File: src/rtl/lcd_cmd_sequencer.sv
// HD44780-style 4-bit LCD bus owner: runs the power-on init, then writes upstream
// command/data bytes as high/low nibble strobes followed by an execution wait.
module lcd_cmd_sequencer #(
  parameter int T_POWERUP = 4_000_000,
  parameter int T_INIT_A  = 410_000,
  parameter int T_INIT_B  = 10_000,
  parameter int T_SETUP   = 4,
  parameter int T_E_HIGH  = 50,
  parameter int T_E_LOW   = 100,
  parameter int T_SHORT   = 3_700,
  parameter int T_LONG    = 152_000
) (
  input  logic       clk,
  input  logic       nrst,
  input  logic       req_valid,
  input  logic       req_rs,
  input  logic [7:0] req_data,
  output logic       req_ready,
  output logic       init_done,
  output logic       busy,
  output logic       RS,
  output logic       E,
  output logic       DB7,
  output logic       DB6,
  output logic       DB5,
  output logic       DB4,
  output logic [3:0] dbg_state
);

  function automatic int max2(input int a, input int b);
    return (a > b) ? a : b;
  endfunction

  localparam int T_MAX = max2(max2(max2(T_POWERUP, T_INIT_A), max2(T_INIT_B, T_SETUP)),
                              max2(max2(T_E_HIGH, T_E_LOW), max2(T_SHORT, T_LONG)));
  localparam int CW = $clog2(T_MAX + 1);
  localparam logic [2:0] N_INIT_BYTES = 3'd5;

  typedef enum logic [3:0] {
    PWR_WAIT, INIT_NIB, INIT_WAIT, INIT_BYTES, IDLE, SETUP, E_HI, E_LO, EXEC_WAIT
  } state_t;

  state_t          state;
  logic [CW-1:0]   cnt;
  logic [1:0]      nib_idx;
  logic [2:0]      byte_idx;
  logic            init_nib;
  logic            lo_phase;
  logic            cur_rs;
  logic [7:0]      cur_byte;
  logic [3:0]      db;

  assign {DB7, DB6, DB5, DB4} = db;
  assign dbg_state = state;

  function automatic logic [7:0] init_byte(input logic [2:0] idx);
    case (idx)
      3'd0:    return 8'h28;
      3'd1:    return 8'h08;
      3'd2:    return 8'h01;
      3'd3:    return 8'h06;
      default: return 8'h0C;
    endcase
  endfunction

  // Clear and return-home (0x01..0x03 as commands) need the long execution time.
  function automatic logic [CW-1:0] exec_len(input logic rs, input logic [7:0] b);
    if (!rs && (b == 8'h01 || b == 8'h02 || b == 8'h03))
      return CW'(T_LONG - 1);
    return CW'(T_SHORT - 1);
  endfunction

  // Valid/ready: a byte transfers on any clock edge where req_valid && req_ready;
  // req_ready is only high while idle after init, and drops the cycle after a transfer.
  always_ff @(posedge clk or negedge nrst) begin
    if (!nrst) begin
      state     <= PWR_WAIT;
      cnt       <= '0;
      nib_idx   <= '0;
      byte_idx  <= '0;
      init_nib  <= 1'b1;
      lo_phase  <= 1'b0;
      cur_rs    <= 1'b0;
      cur_byte  <= '0;
      db        <= '0;
      RS        <= 1'b0;
      E         <= 1'b0;
      req_ready <= 1'b0;
      init_done <= 1'b0;
      busy      <= 1'b1;
    end else begin
      case (state)
        // Counter starts cleared out of reset, so the power-up wait counts up.
        PWR_WAIT: begin
          if (cnt == CW'(T_POWERUP - 1)) begin
            db    <= 4'h3;
            RS    <= 1'b0;
            cnt   <= CW'(T_SETUP - 1);
            state <= INIT_NIB;
          end else begin
            cnt <= cnt + 1'b1;
          end
        end
        INIT_NIB, SETUP: begin
          if (cnt == '0) begin
            E     <= 1'b1;
            cnt   <= CW'(T_E_HIGH - 1);
            state <= E_HI;
          end else begin
            cnt <= cnt - 1'b1;
          end
        end
        E_HI: begin
          if (cnt == '0) begin
            E <= 1'b0;
            if (init_nib) begin
              cnt   <= (nib_idx == 2'd0) ? CW'(T_INIT_A - 1) : CW'(T_INIT_B - 1);
              state <= INIT_WAIT;
            end else if (!lo_phase) begin
              cnt   <= CW'(T_E_LOW - 1);
              state <= E_LO;
            end else begin
              cnt   <= exec_len(cur_rs, cur_byte);
              state <= EXEC_WAIT;
            end
          end else begin
            cnt <= cnt - 1'b1;
          end
        end
        INIT_WAIT: begin
          if (cnt == '0) begin
            if (nib_idx == 2'd3) begin
              init_nib <= 1'b0;
              state    <= INIT_BYTES;
            end else begin
              nib_idx <= nib_idx + 2'd1;
              db      <= (nib_idx == 2'd2) ? 4'h2 : 4'h3;
              cnt     <= CW'(T_SETUP - 1);
              state   <= INIT_NIB;
            end
          end else begin
            cnt <= cnt - 1'b1;
          end
        end
        INIT_BYTES: begin
          cur_rs   <= 1'b0;
          cur_byte <= init_byte(byte_idx);
          RS       <= 1'b0;
          db       <= init_byte(byte_idx)[7:4];
          lo_phase <= 1'b0;
          byte_idx <= byte_idx + 3'd1;
          cnt      <= CW'(T_SETUP - 1);
          state    <= SETUP;
        end
        IDLE: begin
          if (req_valid && req_ready) begin
            cur_rs    <= req_rs;
            cur_byte  <= req_data;
            RS        <= req_rs;
            db        <= req_data[7:4];
            lo_phase  <= 1'b0;
            cnt       <= CW'(T_SETUP - 1);
            req_ready <= 1'b0;
            busy      <= 1'b1;
            state     <= SETUP;
          end
        end
        E_LO: begin
          if (cnt == '0) begin
            db       <= cur_byte[3:0];
            lo_phase <= 1'b1;
            cnt      <= CW'(T_SETUP - 1);
            state    <= SETUP;
          end else begin
            cnt <= cnt - 1'b1;
          end
        end
        EXEC_WAIT: begin
          if (cnt == '0) begin
            if (byte_idx == N_INIT_BYTES) begin
              req_ready <= 1'b1;
              busy      <= 1'b0;
              init_done <= 1'b1;
              state     <= IDLE;
            end else begin
              state <= INIT_BYTES;
            end
          end else begin
            cnt <= cnt - 1'b1;
          end
        end
        default: state <= PWR_WAIT;
      endcase
    end
  end

endmodule

File: config.mk
export PLATFORM = sky130hd
export DESIGN_NAME = lcd_cmd_sequencer
export DESIGN_NICKNAME = d
export VERILOG_FILES = /design/src/rtl/lcd_cmd_sequencer.sv
export SDC_FILE = /design/constraint.sdc
export NUM_CORES = 1
export LEC_CHECK = 0
export BUFFER_PORTS_ARGS = -buffer_cell sky130_fd_sc_hd__buf_4
export CORE_ASPECT_RATIO = 1.4
export CORE_MARGIN = 4
export CORE_UTILIZATION = 35
export CTS_BUF_LIST = sky130_fd_sc_hd__clkbuf_4 sky130_fd_sc_hd__clkbuf_8 sky130_fd_sc_hd__clkbuf_16
export DETAILED_ROUTE_END_ITERATION = 12
export REMOVE_ABC_BUFFERS = 1
export SYNTH_ARGS = -nofsm -noshare
export SYNTH_HDL_FRONTEND = slang
export SYNTH_SLANG_ARGS = --single-unit
File: constraint.sdc
create_clock -name clk -period 4.7 [get_ports clk]
set_clock_uncertainty 0.05 [all_clocks]
set_input_delay 0.47 -clock clk [delete_from_list [all_inputs] [get_ports clk]]
set_output_delay 0.47 -clock clk [all_outputs]
set_load 0.01 [all_outputs]
# Word level (Yosys, flattened, before mapping)
# Index checks and enable logic that the tools add are counted.
[classes]
n_addsub = 4
n_eq_ne = 29
muxes = 57
bitwise = 1
reduce_logical = 28
[ops]
columns = ["cell", "n"]
rows = [
  ["$mux 22", 12],
  ["$pmux 22 s8", 1],
  ["$mux 4", 14],
  ["$pmux 4 s8", 1],
  ["$pmux 6 s4", 1],
  ["$add 22x1->22 const B", 1],
  ["$eq 22x22->1 const B", 1],
  ["$logic_not 22->1", 1],
  ["$sub 22x1->22 const B", 1],
  ["$ne 2x2->1 const B", 10],
  ["$pmux 4 s5", 1],
  ["$mux 19", 1],
  ["$reduce_and 3->1", 6],
  ["$eq 4x3->1 const B", 4],
  ["$eq 8x2->1 const B", 2],
  ["$mux 1", 16],
  ["$pmux 8 s2", 1],
  ["$eq 4x2->1 const B", 2],
  ["$eq 8x1->1 const B", 1],
  ["$mux 8", 1],
  ["$pmux 1 s2", 4],
  ["$reduce_and 4->1", 2],
  ["$reduce_bool 8->1", 1],
  ["$reduce_and 7->1", 1],
  ["other kinds (25)", 33],
]
[totals]
reg_bits = 51
in_bits = 12
output_inout_bits = 13
elab_cells = 133

# Logic depth before layout (Yosys ltp)
# Gate-level depths: netlist of the first run.
[logic_depth]
depth_word = 14
depth_mapped = 10
ltp_nobuf = 8

# Least setup slack after synthesis of the first run
# No wires, ideal clock.
[synth_timing]
path_type = "register -> register"
from = "reg cnt[9]"
to = "reg state[2], in the netlist dbg_state[2]"
setup_time_ns = 0.128
t_arrival_ns = 2.554
required_ns = 4.522
slack_ns = 1.968
stages_incl_launch_ff = 9
n_path_buf = 2
synth_period_minus_slack_ns = 2.732
cell_sequence = "dfrtp_1 buf_2 or4_1 buf_2 or4_4 o32ai_4 a21oi_1 a21oi_2 mux2_1"
[synth_between]
elab_chain_len = 3
elab_cells_between_ends = 9
classes_between = "eq/ne (7); reduce/logical (2)"
[synth_rtl]
columns = ["item", "line_no", "source"]
rows = [
  ["start: declaration", "44", "logic [CW-1:0] cnt;"],
  ["start signal: assignment", "98", "cnt <= CW'(T_SETUP - 1);"],
  ["start signal: assignment", "101", "cnt <= cnt + 1'b1;"],
  ["start signal: assignment", "107", "cnt <= CW'(T_E_HIGH - 1);"],
  ["$eq 22x22->1 / $logic_not 22->1 (equally long branches)", "-", ""],
  ["$ne 2x2->1 (no source line)", "-", ""],
  ["$reduce_and 7->1 (no source line) (*)", "-", ""],
  ["end signal: assignment", "99", "state <= INIT_NIB;"],
  ["end signal: assignment", "108", "state <= E_HI;"],
  ["end signal: assignment", "118", "state <= INIT_WAIT;"],
  ["end: declaration", "43", "state_t state;"],
]
# Mark *: on every way between the ends. The rest lies on a longest branch, timed or not.
# A chain may end at the register's enable or synchronous reset.

# Final worst setup path of the first run
[layout_timing]
from = "reg cnt[8]"
to = "reg cnt[10]"
[layout_between]
elab_chain_len = 3
elab_cells_between_ends = 14
classes_between = "add/sub (2); eq/ne (3); mux (7); reduce/logical (2)"
[layout_rtl]
columns = ["item", "line_no", "source"]
rows = [
  ["$sub 22x1->22 (tied with other cells)", "-", ""],
  ["$mux 22 (tied with other cells)", "179", "if (cnt == '0) begin"],
  ["$pmux 22 s8 / $reduce_and 4->1 (equally long branches)", "-", ""],
]
# Several ways; a longest one is shown, not always the timed one. The select of a mux whose other input is x is not followed.

==> results of run 1 <==
## path summary, 6_finish.rpt
| kind | start | to | cells past startpoint | slack [ps] |
|---|---|---|---|---|
| worst max-delay path | cnt[8]$_DFFE_PN0P_ | cnt[10]$_DFFE_PN0P_ | 4 | 1490 |
| worst min-delay path | nrst | cnt[2]$_DFFE_PN0P_ | 1 | 140 |
| worst max register to register | cnt[8]$_DFFE_PN0P_ | cnt[10]$_DFFE_PN0P_ | 4 | 1490 |
| worst min register to register | init_done$_DFFE_PN0P_ | init_done$_DFFE_PN0P_ | 1 | 430 |
| max in group asynchronous | nrst | cnt[20]$_DFFE_PN0P_ | 1 | 3990 |
| min in group clk | req_data[6] | cur_byte[6]$_DFFE_PN0P_ | 3 | 330 |
## stage by stage
stage	setup WS, ps	utilization
floorplan	1457	-
global placement	1571	0.3793
detailed placement	1535	0.3793
CTS	1519	0.3933
global route	1376	0.3933
finish	1490	0.3933
## sequential cells by signal, summed over array words and instances, names as in the netlist
signal     cells
E              1
busy           1
RS             1
cur_rs         1
db             4
init_nib       1
cnt           22
nib_idx        2
req_ready      1
init_done      1
dbg_state      4
cur_byte       8
byte_idx       3
lo_phase       1
## cell type report
class	count	area share
multi-input cells	376	0.5571
repair buffers	30	0.05269
well taps	141	0.04128
clock inverters	3	0.006440
flip-flops and latches	51	0.2992
clock buffers	5	0.02927
inverters	16	0.01405
## layout by cell type, fill, tap and decap left out, types with 11 or more instances in the layout
master,n
xnor2_1,13
buf_4,30
ha_1,11
nor3_1,24
nand3_1,16
o21ai_1,14
a21oi_1,29
nand2_1,45
inv_1,16
o21ai_0,24
nor2_1,36
nand4_1,15
dfrtp_1,49
a31oi_1,12
## power breakdown
part	total [uW]	leakage, uW	switching, uW	internal, uW
logic	18.4	0.000963	12.0	6.40
registers	438	0.000664	0	438
clock network	395	0.0000723	191	204
## routing by layer
metal | up-vias | wire [um] | track usage
met3 | 36 | 632 | 0.03112
li1 | 1795 | - | -
met4 | 0 | 476 | 0.09758
met2 | 160 | 6307 | 0.3387
met5 | - | 0 | 0
met1 | 1846 | 4626 | 0.2074
## cell families (layout without fill, tap and decap cells)
family          Yosys count  in the layout  synth area share
buf+inv                  52             54           0.05835
fa+ha+maj                11             11           0.03546
flops                    51             51            0.3295
mux                       8              8           0.02289
simple gates            192            192            0.2592
compound gates          151            151            0.2631
xor+xnor                 14             14           0.03159
==> impl_metrics.env, run 1 <==
export IMPL_place_gp_congestion=0.9052
export IMPL_drive_gt1_frac=0.1102
export IMPL_worstSetupStartpointType="register"
export IMPL_cap_violations=0
export IMPL_pwr_density_cell_nw_per_um2=199.2
export IMPL_num_vias=3837
export IMPL_critical_path_class="register to register"
export IMPL_clock_latency_ps=300
export IMPL_final_antenna_net_count=0
export IMPL_grt_max_degree=52
export IMPL_fmax_mhz=311.5
export IMPL_clk_path_buf_depth=2
export IMPL_seq_area_frac_synth=0.3295
export IMPL_cts_tree="yes"
export IMPL_netlist_instances=479
export IMPL_vdd_drop_max_mv=0.1857
export IMPL_multi_input_area_sq_um=2381
export IMPL_coreArea_sq_um=10870
export IMPL_num_io_pins=25
export IMPL_drv_slew=0
export IMPL_antenna_found_initial=0
export IMPL_hpwlAfterDp_um=8993
export IMPL_fp_dieH_um=132.6
export IMPL_final_min_clock_period_ps=3210
export IMPL_p_leak_uw=0.001700
export IMPL_cts_hold_buffers_added=0
export IMPL_cp_end_kind="register"
export IMPL_crit_required_ps=4840
export IMPL_ys_types=69
export IMPL_start_util=0.3572
export IMPL_cts_resized=0
export IMPL_tightest_slew_ps=1044
export IMPL_async_flop_share=1.000
export IMPL_drt_iter0_drc=302
export IMPL_synth_top_flop_cell="dfrtp_1"
export IMPL_drc=0
export IMPL_grt_pass1_wl_um=19400
export IMPL_die_area_sq_um=12860
export IMPL_cp_max_fo=26
export IMPL_synth_most_common_cell="dfrtp_1"
export IMPL_relSlewSlack=0.3033
export IMPL_cts_setup_buffers=0
export IMPL_cp_arrival_ps=3350
export IMPL_slowest_delay_ps=730
export IMPL_synth_area_leaders="dfrtp_1 32%, nand2_1 4.4%, a21oi_1 3.7%"
export IMPL_whs_ps=144.6
export IMPL_synth_top_area_share=0.3159
export IMPL_post_drt_via_cell_ratio=6.169
export IMPL_crit_slowest_cell="or4_1"
export IMPL_fill_cells=1125
export IMPL_hold_violations=0
export IMPL_dr_pass1_iters=5
export IMPL_rows=45
export IMPL_antenna_cells=0
export IMPL_fin_tns_setup_ps=0
export IMPL_drt_wl_total_um=12040
export IMPL_crit_chain="or4_1, or4_4, o32a_1, a221o_1"
export IMPL_cts_max_level=2
export IMPL_synth_seq_cells=51
export IMPL_dp_cells=614
export IMPL_grt_pass1_vias=3713
export IMPL_wl_per_cell_um=19.36
export IMPL_cts_buffers=5
export IMPL_synth_area_leader_cell="dfrtp_1"
export IMPL_timing_final_crit_share=0.6829
export IMPL_die_w_um=97
export IMPL_cp_num_buf_inv=0
export IMPL_stdcell_count=622
export IMPL_synth_avg_cell_area_sq_um=8.103
export IMPL_setup_viol_count_final=0
export IMPL_port_buffers=24
export IMPL_path_clk_slew_ps=80
export IMPL_grt_overflow=0
export IMPL_dpl_cell_area_sq_um=4121
export IMPL_hold_path_class="primary input to asynchronous set/reset pin"
export IMPL_nets=503
export IMPL_cp_top_family="simple AND/OR/NAND/NOR gates"
export IMPL_cts_sinks=51
export IMPL_syn2layout_area_growth_pct=10.12
export IMPL_final_area_sq_um=4274
export IMPL_synth_area_sq_um=3881
export IMPL_seqCellArea_sq_um=1279
export IMPL_grt_total_usage=0.1868
export IMPL_outcome="finished clean"
export IMPL_root_buffer="clkbuf_16"
export IMPL_rsz0062_at_grt="false"
export IMPL_ys_top_cells_by_count="49 x dfrtp_1, 45 x nand2_1, 36 x nor2_1, 29 x a21oi_1"
export IMPL_synth_edf_count=0
export IMPL_power_total_uw=851.4
export IMPL_ys_warn_count=0
(Power assumes the default switching activity.)
==> inputs of run 2 (changes only) <==
Clock period 4.7 ns to 3 ns, I/O delays scaled along.
==> run 2 against run 1 <==
Against the previous run:
- via count rose by 2.2%
- sequential share of layout area fell by 1.4 points
- sequential power rose by 57%
- largest power group unchanged
- utilization rose by 2.0 points
- clock-buffer cell count rose by 2
- flip-flop and latch count did not move
- total power rose by 57%
- final area rose by 5.0%
- the run now ends with hold timing left
- global-route usage rose by 0.92 points
==> impl_metrics.env, run 2 (synthesis gave the netlist of run 1 again) <==
export IMPL_dpl_cell_area_sq_um=4332
export IMPL_clkPwrFrac=0.465
export IMPL_final_core_util=0.4129
export IMPL_hold_path_class="primary input to asynchronous set/reset pin"
export IMPL_rr_startpoint="cnt[6]$_DFFE_PN0P_"
export IMPL_drc=0
export IMPL_cp_end_kind="register"
export IMPL_antenna_cells=0
export IMPL_layout_commonest_cell="buf_4"
export IMPL_num_vias=3921
export IMPL_cts_max_level=2
export IMPL_rows=45
export IMPL_final_min_clock_period_ps=2822
export IMPL_startpoint="cnt[6]$_DFFE_PN0P_"
export IMPL_fp_dieH_um=132.6
export IMPL_cp_depth=7
export IMPL_p_int_uw=1041
export IMPL_r2r_slack_ps=180
export IMPL_drive_gt1_frac=0.1591
export IMPL_seq_power_share=0.513
export IMPL_start_util=0.3572
export IMPL_port_buffers=24
export IMPL_syn2layout_area_growth_pct=15.60
export IMPL_cp_top_family="simple AND/OR/NAND/NOR gates"
export IMPL_post_drt_via_cell_ratio=6.032
export IMPL_setup_viol_count_final=0
export IMPL_coreArea_sq_um=10870
export IMPL_die_w_um=97
export IMPL_cts_setup_buffers=0
export IMPL_final_antenna_net_count=0
export IMPL_sw_frac_of_total=0.2220
export IMPL_path_clk_slew_ps=80
export IMPL_cts_hold_buffers_added=0
export IMPL_final_area_sq_um=4487
export IMPL_root_buffer="clkbuf_16"
export IMPL_clk_path_buf_depth=2
export IMPL_pwr_density_cell_nw_per_um2=298.3
export IMPL_clock_latency_ps=300
export IMPL_grt_pass1_vias=3977
export IMPL_wl_per_cell_um=19.29
export IMPL_slowest_delay_ps=600
export IMPL_grt_max_degree=52
export IMPL_reg_top3="cnt (22), cur_byte (8)"
export IMPL_worstRegToRegCells=7
export IMPL_drv_slew=0
export IMPL_pwr_share_comb=0.021
export IMPL_grt_total_usage=0.1960
export IMPL_fmax_mhz=354.3
export IMPL_vdd_drop_max_mv=0.2546
export IMPL_nets=531
export IMPL_cp_num_buf_inv=1
export IMPL_whs_ps=-18.52
export IMPL_antenna_found_initial=0
export IMPL_cp_arrival_ps=2980
export IMPL_fin_tns_setup_ps=0
export IMPL_cts_resized=0
export IMPL_die_area_sq_um=12860
export IMPL_cts_tree="yes"
export IMPL_cts_sinks=51
export IMPL_crit_required_ps=3160
export IMPL_hpwlAfterDp_um=9364
export IMPL_switching_power_uw=297.1
export IMPL_num_io_pins=25
export IMPL_largest_register_ffs=22
export IMPL_drt_iter0_drc=284
export IMPL_crit_slowest_cell="o32a_1"
export IMPL_crit_chain="or4_1, or4_4, o32a_1, buf_4, o21ai_1, nand2_1, o31ai_1"
export IMPL_place_gp_congestion=0.9284
export IMPL_tightest_slew_ps=688.4
export IMPL_worstSetupStartpointType="register"
export IMPL_critical_path_class="register to register"
export IMPL_grt_overflow=0
export IMPL_rsz0062_at_grt="false"
export IMPL_drt_wl_total_um=12540
export IMPL_fill_cells=1111
export IMPL_cp_max_fo=15
export IMPL_p_leak_uw=0.001848
export IMPL_cap_violations=0
export IMPL_timing_final_crit_share=0.9407
export IMPL_hold_violations=13
export IMPL_violations="hold timing"
export IMPL_dr_pass1_iters=5
export IMPL_final_cell_mix="58 x buf_4, 49 x dfrtp_1, 45 x nand2_1, 36 x nor2_1, 29 x a21oi_1"
export IMPL_cts_buffers=5
export IMPL_grt_pass1_wl_um=20680
export IMPL_outcome="finished with violations"
export IMPL_relSlewSlack=0.5411
export IMPL_top_register="cnt"
run 2: power by group through the flow:
stage	Combinational, uW	Sequential, uW	Clock, uW
after floorplan	2.42	701	0
final	28.6	687	623
after CTS	30.2	687	637
after global routing	32.4	687	659
after detailed placement	30.0	700	0
after global placement	29.8	700	0
run 2: area by class of cell:
type / count / area [sq um] / area share
Timing Repair Buffer: 58 / 435.4 / 0.09704
Multi-Input combinational cell: 376 / 2381 / 0.5307
Clock buffer: 7 / 146.4 / 0.03263
Tap cell: 141 / 176.4 / 0.03932
Sequential cell: 51 / 1279 / 0.2850
Clock inverter: 1 / 8.758 / 0.001952
Inverter: 16 / 60.06 / 0.01339
run 2: final timing paths:
kind / end
min in group clk: cur_byte[4]$_DFFE_PN0P_
hold reg to reg: init_done$_DFFE_PN0P_
max in group asynchronous: db[0]$_DFFE_PN0P_
setup / recovery: cnt[5]$_DFFE_PN0P_
hold / removal: cnt[21]$_DFFE_PN0P_
setup reg to reg: cnt[5]$_DFFE_PN0P_
run 2: layer usage:
| metal | share of wire | GRT usage | vias up |
|---|---|---|---|
| met5 | 0 | 0 | - |
| met1 | 0.40 | 0.2266 | 1875 |
| met4 | 0.047 | 0.09992 | 0 |
| met2 | 0.51 | 0.3491 | 161 |
| li1 | - | - | 1847 |
| met3 | 0.043 | 0.02848 | 38 |
run 2: stage by stage:
stage | power, uW | cells | worst slack, ps
2_1_floorplan | 703.1 | 443 | -243.0
3_3_place_gp | 730.2 | 642 | 237.6
3_5_place_dp | 730.5 | 642 | 202.8
4_1_cts | 1354 | 650 | 202.5
5_1_grt | 1378 | 650 | 68.98
6_report | 1339 | 650 | 177.8
==> inputs of run 3 (changes only) <==
==> constraint.sdc (replaced) <==
create_clock -name clk -period 2.5 [get_ports clk]
set_clock_uncertainty 0.05 [all_clocks]
set_input_delay 0.25 -clock clk [delete_from_list [all_inputs] [get_ports clk]]
set_output_delay 0.25 -clock clk [all_outputs]
set_load 0.02 [all_outputs]
==> run 3 against run 2 <==
Against the previous run:
- combinational power up 26%
- first-iteration DRC count up 32%
- clock power is 33% higher
- clock-buffer cell count shrank 2
- non-clock buffer count is 57 higher
- final area rose by 15%
- critical endpoint is now db[1]$_DFFE_PN0P_
- the flow finishes with violations (setup timing)
- wire length grew 8.6%
- sequential power up 20%
- die area unchanged
- worst setup slack worse by 240 ps
- global-route usage rose by 1.3 points
- critical path depth is the same
==> impl_metrics.env, run 3 (synthesis gave the netlist of run 1 again) <==
export IMPL_outcome="finished with violations"
export IMPL_violations="setup timing"
export IMPL_cp_num_buf_inv=1
export IMPL_stdcell_count=707
export IMPL_post_drt_via_cell_ratio=6.025
export IMPL_cts_max_level=2
export IMPL_antenna_found_initial=0
export IMPL_cp_max_fo=4
export IMPL_clk_path_buf_depth=2
export IMPL_final_cell_mix="103 x buf_4, 49 x dfrtp_1, 44 x nand2_1, 35 x nor2_1, 25 x a21oi_1"
export IMPL_drv_slew=0
export IMPL_path_clk_slew_ps=80
export IMPL_num_io_pins=25
export IMPL_critical_path_class="register to register"
export IMPL_final_min_clock_period_ps=2564
export IMPL_place_gp_congestion=0.9448
export IMPL_grt_total_usage=0.2090
export IMPL_fill_cells=1089
export IMPL_cts_buffers=5
export IMPL_dr_pass1_iters=5
export IMPL_seq_power_share=0.488
export IMPL_die_w_um=97
export IMPL_r2r_slack_ps=-60
export IMPL_switching_power_uw=373.2
export IMPL_num_vias=4260
export IMPL_crit_chain="or4_4, or4_4, buf_6, nor2_4, a211o_1, o211ai_4, mux2_4"
export IMPL_coreArea_sq_um=10870
export IMPL_rr_startpoint="cnt[8]$_DFFE_PN0P_"
export IMPL_top_register="cnt"
export IMPL_grt_pass1_vias=4170
export IMPL_rows=45
export IMPL_slowest_delay_ps=550
export IMPL_drt_wl_total_um=13620
export IMPL_crit_slowest_cell="or4_4"
export IMPL_p_leak_uw=0.002206
export IMPL_reg2reg_to="db[1]$_DFFE_PN0P_"
export IMPL_cap_violations=0
export IMPL_port_buffers=24
export IMPL_cp_top_family="simple AND/OR/NAND/NOR gates"
export IMPL_crit_top_cell="or4_4"
export IMPL_syn2layout_area_growth_pct=32.72
export IMPL_antenna_cells=0
export IMPL_startpoint="cnt[8]$_DFFE_PN0P_"
export IMPL_sw_frac_of_total=0.2209
export IMPL_grt_overflow=0
export IMPL_worstSetupStartpointType="register"
export IMPL_root_buffer="clkbuf_16"
export IMPL_fin_tns_setup_ps=-348.4
export IMPL_rsz0062_at_grt="true"
export IMPL_layout_commonest_cell="buf_4"
export IMPL_hold_start="req_data[6]"
export IMPL_clock_latency_ps=300
export IMPL_hold_path_class="primary input to register"
export IMPL_reg_top3="cnt (22), cur_byte (8)"
export IMPL_cts_tree="yes"
export IMPL_setup_viol_count_final=8
export IMPL_final_antenna_net_count=0
export IMPL_holdPathStages=3
export IMPL_crit_required_ps=2640
export IMPL_drt_iter0_drc=375
export IMPL_hold_end="cur_byte[6]$_DFFE_PN0P_"
export IMPL_cp_arrival_ps=2700
export IMPL_relSlewSlack=0.5433
export IMPL_fin_ws_ps=-63.66
export IMPL_worstRegToRegCells=7
export IMPL_wl_per_cell_um=19.26
export IMPL_hold_violations=0
export IMPL_start_util=0.3572
export IMPL_die_area_sq_um=12860
export IMPL_vdd_drop_max_mv=0.2594
export IMPL_grt_pass1_wl_um=21710
export IMPL_hpwlAfterDp_um=10240
export IMPL_pwr_share_comb=0.021
export IMPL_cp_end_kind="register"
export IMPL_cts_sinks=51
export IMPL_tightest_slew_ps=685.1
export IMPL_p_int_uw=1316
export IMPL_dp_cells=687
export IMPL_clkPwrFrac=0.491
export IMPL_drive_gt1_frac=0.2933
export IMPL_nets=588
export IMPL_grt_max_degree=52
export IMPL_pwr_density_cell_nw_per_um2=328.0
export IMPL_pre_cts_slack_ps=-91.85
export IMPL_timing_final_crit_share=1.025
export IMPL_drc=0
export IMPL_fp_dieH_um=132.6
export IMPL_largest_register_ffs=22
export IMPL_fmax_mhz=390.1
==> run 3: per-stage QoR <==
stage               utilization  power (uW)  hold slack (ps)  cell area (sq um)
finish                   0.4740        1690            115.6               5151
global route             0.4740        1743            133.3               5151
CTS                      0.4564        1702            120.3               4960
detailed placement       0.4297       877.2            300.3               4669
global placement         0.4297       876.2            286.9               4669
floorplan                     -       843.7           -95.59               3715
==> run 3: what timing repair did <==
item	4_1_cts	5_1_grt
resized for setup	12	37
endpoints found under the hold margin	49	0
buffers inserted	6	6
pin swaps	7	16
setup endpoints to repair	26	32
hold buffers	1	0
==> run 3: layer usage <==
layer | up-vias | routed length, um | GRT usage
li1 | 1955 | - | -
met1 | 2060 | 5176 | 0.2429
met2 | 186 | 6926 | 0.3591
met3 | 59 | 691 | 0.03165
met4 | 0 | 822 | 0.1280
met5 | - | 0 | 0
==> run 3: area by class of cell <==
class / count / area, sq um / share of cell area
well taps: 141 / 176.4 / 0.03425
clock inverters: 3 / 47.55 / 0.009230
inverters: 16 / 60.06 / 0.01166
flip-flops and latches: 51 / 1279 / 0.2482
clock buffers: 5 / 125.1 / 0.02429
repair buffers: 115 / 910.9 / 0.1768
multi-input cells: 376 / 2552 / 0.4955
==> run 3: power groups by stage <==
stage | sequential (uW) | combinational [uW] | clock, uW
2_1_floorplan | 841 | 2.90 | 0
3_3_place_gp | 841 | 35.7 | 0
3_5_place_dp | 841 | 36.6 | 0
4_1_cts | 824 | 37.8 | 840
5_1_grt | 824 | 41.2 | 877
6_report | 824 | 36.1 | 829
==> run 3: worst max path at each step <==
stage,slack [ps],depth (start not counted),endpoint
2_1_floorplan,-740,6,dbg_state[2]$_DFFE_PN0P_
3_3_place_gp,-80,6,cnt[9]$_DFFE_PN0P_
3_5_place_dp,-90,7,db[1]$_DFFE_PN0P_
4_1_cts,-20,7,db[1]$_DFFE_PN0P_
5_1_grt,-110,8,cnt[3]$_DFFE_PN0P_
6_report,-60,7,db[1]$_DFFE_PN0P_
==> run 3: tightest hold or removal path: stages <==
cell and delay [ps]:
buf_4 90, nand2_1 40, o21ai_0 60
